===== src/rtl/wb_stage.sv =====
// Writeback stage: takes one execute/LSU result, waits for load data when needed,
// formats it, writes the register file and retires the instruction.
module wb_stage (
  input  logic        clock,
  input  logic        reset,
  input  logic        in_valid,
  output logic        in_ready,
  input  logic [63:0] in_pc,
  input  logic [4:0]  in_rd,
  input  logic        in_rd_wen,
  input  logic [63:0] in_result,
  input  logic        in_is_load,
  input  logic [2:0]  in_ld_funct3,
  input  logic [2:0]  in_ld_offset,
  input  logic        mem_rvalid,
  input  logic [63:0] mem_rdata,
  output logic        rf_wen,
  output logic [4:0]  rf_waddr,
  output logic [63:0] rf_wdata,
  output logic        commit_valid,
  output logic [63:0] commit_pc,
  output logic [63:0] instret,
  output logic        err_flag
);

  typedef enum logic [1:0] {IDLE, WAIT_MEM, WRITE} state_t;

  state_t      r_state;
  state_t      w_state_next;
  logic [63:0] r_pc;
  logic [4:0]  r_rd;
  logic        r_rd_wen;
  logic [63:0] r_result;
  logic        r_is_load;
  logic [2:0]  r_funct3;
  logic [2:0]  r_offset;
  logic [63:0] r_instret;
  logic        r_err;

  logic        w_accept;
  logic        w_mem_take;
  logic        w_err_set;
  logic [7:0]  w_byte;
  logic [15:0] w_half;
  logic [31:0] w_word;
  logic [63:0] w_ld_data;

  assign in_ready   = (r_state != WAIT_MEM);
  assign w_accept   = in_valid && in_ready;
  assign w_mem_take = (r_state == WAIT_MEM) && mem_rvalid;

  // Lane select by offset; bits below the access size simply drop out.
  assign w_byte = mem_rdata[{r_offset, 3'b000} +: 8];
  assign w_half = mem_rdata[{r_offset[2:1], 4'b0000} +: 16];
  assign w_word = r_offset[2] ? mem_rdata[63:32] : mem_rdata[31:0];

  always_comb begin
    w_ld_data = 64'd0;
    case (r_funct3)
      3'b000:  w_ld_data = {{56{w_byte[7]}}, w_byte};
      3'b001:  w_ld_data = {{48{w_half[15]}}, w_half};
      3'b010:  w_ld_data = {{32{w_word[31]}}, w_word};
      3'b011:  w_ld_data = mem_rdata;
      3'b100:  w_ld_data = {56'd0, w_byte};
      3'b101:  w_ld_data = {48'd0, w_half};
      3'b110:  w_ld_data = {32'd0, w_word};
      default: w_ld_data = 64'd0;
    endcase
  end

  assign w_err_set = (mem_rvalid && (r_state != WAIT_MEM)) ||
                     (w_mem_take && (r_funct3 == 3'b111));

  always_comb begin
    w_state_next = r_state;
    case (r_state)
      IDLE:     if (w_accept) w_state_next = in_is_load ? WAIT_MEM : WRITE;
      WAIT_MEM: if (mem_rvalid) w_state_next = WRITE;
      WRITE:    w_state_next = w_accept ? (in_is_load ? WAIT_MEM : WRITE) : IDLE;
      default:  w_state_next = IDLE;
    endcase
  end

  always_ff @(posedge clock) begin
    if (reset) begin
      r_state   <= IDLE;
      r_pc      <= 64'd0;
      r_rd      <= 5'd0;
      r_rd_wen  <= 1'b0;
      r_result  <= 64'd0;
      r_is_load <= 1'b0;
      r_funct3  <= 3'd0;
      r_offset  <= 3'd0;
      r_instret <= 64'd0;
      r_err     <= 1'b0;
    end else begin
      r_state <= w_state_next;
      if (w_accept) begin
        r_pc      <= in_pc;
        r_rd      <= in_rd;
        r_rd_wen  <= in_rd_wen;
        r_result  <= in_result;
        r_is_load <= in_is_load;
        r_funct3  <= in_ld_funct3;
        r_offset  <= in_ld_offset;
      end else if (w_mem_take) begin
        r_result <= w_ld_data;
      end
      if (r_state == WRITE) r_instret <= r_instret + 64'd1;
      if (w_err_set) r_err <= 1'b1;
    end
  end

  always_comb begin
    rf_wen       = 1'b0;
    rf_waddr     = 5'd0;
    rf_wdata     = 64'd0;
    commit_valid = 1'b0;
    commit_pc    = 64'd0;
    if (r_state == WRITE) begin
      rf_wen       = r_rd_wen && (r_rd != 5'd0);
      rf_waddr     = r_rd;
      rf_wdata     = r_result;
      commit_valid = 1'b1;
      commit_pc    = r_pc;
    end
  end

  assign instret  = r_instret;
  assign err_flag = r_err;

endmodule


===== config.mk =====
export PLATFORM = sky130hd
export DESIGN_NAME = wb_stage
export DESIGN_NICKNAME = d
export VERILOG_FILES = /design/src/rtl/wb_stage.sv
export SDC_FILE = /design/constraint.sdc
export NUM_CORES = 1
export LEC_CHECK = 0
export ABC_AREA = 1
export BUFFER_PORTS_ARGS = -buffer_cell sky130_fd_sc_hd__clkbuf_2
export CELL_PAD_IN_SITES_DETAIL_PLACEMENT = 1
export CELL_PAD_IN_SITES_GLOBAL_PLACEMENT = 2
export CORE_ASPECT_RATIO = 1.75
export CORE_UTILIZATION = 25
export CTS_CLUSTER_DIAMETER = 80
export DETAILED_ROUTE_END_ITERATION = 10
export HOLD_SLACK_MARGIN = 0.02
export PLACE_DENSITY_LB_ADDON = 0.1
export SYNTH_ARGS = -nofsm -noshare
export SYNTH_HDL_FRONTEND = slang
export SYNTH_SLANG_ARGS = --single-unit
export TNS_END_PERCENT = 30

===== constraint.sdc =====
create_clock -name clock -period 1.9 [get_ports clock]
set_input_delay 0.285 -clock clock [delete_from_list [all_inputs] [get_ports clock]]
set_output_delay 0.285 -clock clock [all_outputs]
set_load 0.01 [all_outputs]

==> flow_metrics.py <==
metrics = {
    "outcome": {
        "status": "finished with violations",
        "violations": "negative setup slack",
    },
    "critical_path": {
        "critPathCaptureType": "output port",
        "slowest_stage": "dfxtp_2",
        "criticalPathCategory": "flip-flop to output port",
        "start_kind": "flip-flop",
        "critical_path.max_stage_delay_ps": 340,
        "rrSetupSlack_ps": 90,
        "path_cells": "inv_4 -> nand2_8 -> clkbuf_16 -> buf_16 -> nor2_2 -> buf_2",
        "critPathArrivalTime_ps": 1660,
        "required_ps": 1620,
        "path_max_fanout": 12,
    },
    "yosys": {
        "synth_edf_count": 0,
        "synth_area_um2": 11900,
        "synth_cells": 1957,
        "synth.area.top_cells": "dfxtp_1 35%, nand2_1 13%, a21oi_1 10%",
        "synth.avg_cell_area_um2": 6.06,
        "async_flop_share_pct": 0,
        "synth.top_cell.area_share_pct": 34.9,
        "yosys_warnings": 0,
        "synth_cell_type_count": 39,
        "ys_seq_elements": 207,
        "synth_ff_type": "dfxtp_1",
        "syn_nets": 2167,
        "synth-seq-area-share_pct": 34.9,
        "yosysTopAreaCell": "dfxtp_1",
    },
    "route": {
        "via_per_inst": 4.84,
        "vias": 15200,
        "route.detailed.drc": 0,
        "first_pass_iters": 5,
        "drtAntennaViolNets": 0,
        "wl_per_cell_um": 20.1,
        "drt_iter0_drc": 715,
        "postRouteWirelength_mm": 63.0,
    },
    "clock_network": {
        "tritoncts": "yes",
        "clock_latency_ps": 560,
        "htree_num_levels": 1,
        "root_buffer": "clkbuf_16",
        "cts_sinks": 207,
        "cts_buffers": 25,
        "clk_transition_reported_paths_ps": 60,
        "clockBufferDepth": 3,
    },
    "grt": {
        "grtUsageTotal_pct": 25.0,
        "grt_pass1_wl_mm": 92.5,
        "grt_antenna_before_repair": 5,
        "grtUsageMet3_pct": 2.67,
        "grt_pass1_vias": 15600,
        "grtUsageMet1_pct": 24.7,
        "busiest_layer": "met2",
        "use_met2_pct": 51.1,
        "grt_max_degree": 47,
        "gr-total-overflow": 0,
    },
    "pwr": {
        "p_leak_uw": 0.00810,
        "peakVddDrop_mv": 0.743,
        "p_per_area_nw_per_um2": 714,
    },
    "place": {
        "placed_cell_area_um2": 15500,
        "port_buffers": 409,
        "dpl.hpwl_mm": 48.8,
        "gpl.final_weighted_congestion": 0.911,
        "placedCellCount": 2987,
    },
    "sta": {
        "rsz0062_at_grt": "true",
        "fin_worst_skew_ps": 19.5,
        "max_slew_margin_pct": 60.9,
        "maxSlewViolCount": 0,
        "period_share_pct": 103,
        "setup_viol": 116,
        "finalHoldViolations": 0,
        "clock.fmax_ghz": 0.513,
        "worst_pin_slew_ps": 587,
        "layout_min_cycle_time_ps": 1950,
        "setup_slack_ps": -49.9,
    },
    "die": {
        "rows": 105,
        "fp.dieW_um": 167,
        "boundaryPins": 410,
        "start_util_pct": 25.3,
        "die_h_um": 290,
        "die_area_um2": 48400,
        "core_area_um2": 46900,
    },
    "layout": {
        "fillers": 6123,
        "fin_nets": 2729,
        "drive_above_1_share_pct": 29.4,
        "fin_area_um2": 18000,
        "layout.cells.non_filler": 3130,
        "areaGrowthSynthToFinish_pct": 51.6,
    },
    "min_path": {
        "hold_class": "input port to flip-flop",
    },
    "run": {
        "max-cap-violations": 0,
    },
}
==> power breakdown <==
part           total (µW)  switching [µW]  internal, µW
sequential           4800             146          4650
clock                5000            2160          2840
combinational        3060            1870          1190
total               12900            4170          8680
==> cell type report <==
cell class              instances  area [µm²]  area share (%)
flip-flops and latches        207        4160            23.1
multi-input cells            1384        6660            37.0
clock buffers                  36         697            3.87
well taps                     588         736            4.09
clock inverters                10         120           0.668
repair buffers                649        4650            25.9
diodes                          4        10.0          0.0556
inverters                     252         956            5.31
==> through the flow <==
step	worst slack [ps]	util [%]	hold slack [ps]	power [µW]	setup TNS (ps)
after detailed placement	-219	33.1	446	7550	-608
after floorplan	135	-	420	6320	0
after global placement	-179	33.1	437	7520	-447
after global routing	-118	38.4	35.0	13500	-10880
final	-49.9	38.4	39.3	12900	-2760
after CTS	-128	37.0	20.1	12900	-11790
==> path summary, 6_finish.rpt <==
check | start | to | cells after the start
setup / recovery | r_state[0]$_SDFFE_PP0P_ | rf_wdata[44] | 6
hold / removal | in_result[10] | r_result[10]$_SDFFE_PP0P_ | 3
setup reg to reg | instret[29]$_SDFFE_PP0P_ | instret[33]$_SDFFE_PP0P_ | 8
hold reg to reg | r_pc[32]$_SDFFE_PP0N_ | r_pc[32]$_SDFFE_PP0N_ | 2
==> repair_timing <==
action / 4_1_cts / 5_1_grt
endpoints found under the setup margin: 154 / 231
pin swaps: 1 / 3
setup buffers: 1 / 3
hold buffers: 78 / 0
hold endpoints to repair: 78 / 0
cloned: 2 / 9
gates resized for setup: 44 / 257
==> synth_stat cells (5+ instances only) <==
library cell / number
inv_1: 244
nand2_1: 406
o22ai_1: 11
a22oi_1: 13
nand4_1: 23
o211ai_1: 6
nor2_1: 306
inv_2: 6
xor2_1: 11
nand3_1: 104
a21oi_1: 240
nor2_4: 5
buf_2: 23
nor2_2: 5
buf_1: 8
clkbuf_1: 77
o21ai_0: 210
dfxtp_1: 207
nor3_1: 15
==> metal layers <==
metal / share of wire [%] / vias to the layer above / routed length, µm
met3: 3.2 / 106 / 2010
li1: - / 7387 / -
met2: 56 / 369 / 35400
met1: 36 / 7290 / 22600
met5: 0.021 / - / 13
met4: 4.8 / 2 / 3010
==> logic make-up after synthesis <==
logic type | synth area share [%]
AOI/OAI and AO/OA | 21.4
xor gates and xnor gates | 1.11
adders and majority gates | 0.105
buffers and inverters | 12.1
DFF | 34.9
and+or+nand+nor | 30.3
==> layout by cell type (no fill, tap or decap), types with 3 or more instances in the layout <==
cell	n
nand2_1	402
buf_16	6
o21ai_0	204
o21ai_1	8
buf_2	99
xnor2_1	4
inv_1	244
nor2_4	20
buf_12	18
clkbuf_8	4
nor2_2	74
buf_4	136
dfxtp_1	193
clkinvlp_4	4
o22ai_1	11
nand2_2	4
nor3b_1	3
nor3_1	13
xor2_1	11
a21oi_1	239
clkbuf_2	287
a22oi_1	13
clkbuf_1	8
diode_2	4
buf_6	16
nand4_1	23
nand3_1	101
o21a_1	3
inv_2	4
clkbuf_16	33
nand3_2	4
dfxtp_2	13
nor2_1	222
o211ai_1	6
dlygate4sd3_1	78
==> critical path, delay by kind of cell, from the launching register on <==
| family | cells | cell delay [ps] |
|---|---|---|
| DFF | 1 | 340 |
| buffers and inverters | 4 | 580 |
| and+or+nand+nor | 2 | 190 |
==> registers in the layout, summed over array words and instances (netlist names) <==
signal and flops:
instret 64, r_state 2, r_funct3 3, r_rd_wen 1
r_result 64, r_rd 5, r_pc 64, err_flag 1
r_offset 3
No activity file was read; power rests on OpenSTA's default activity.
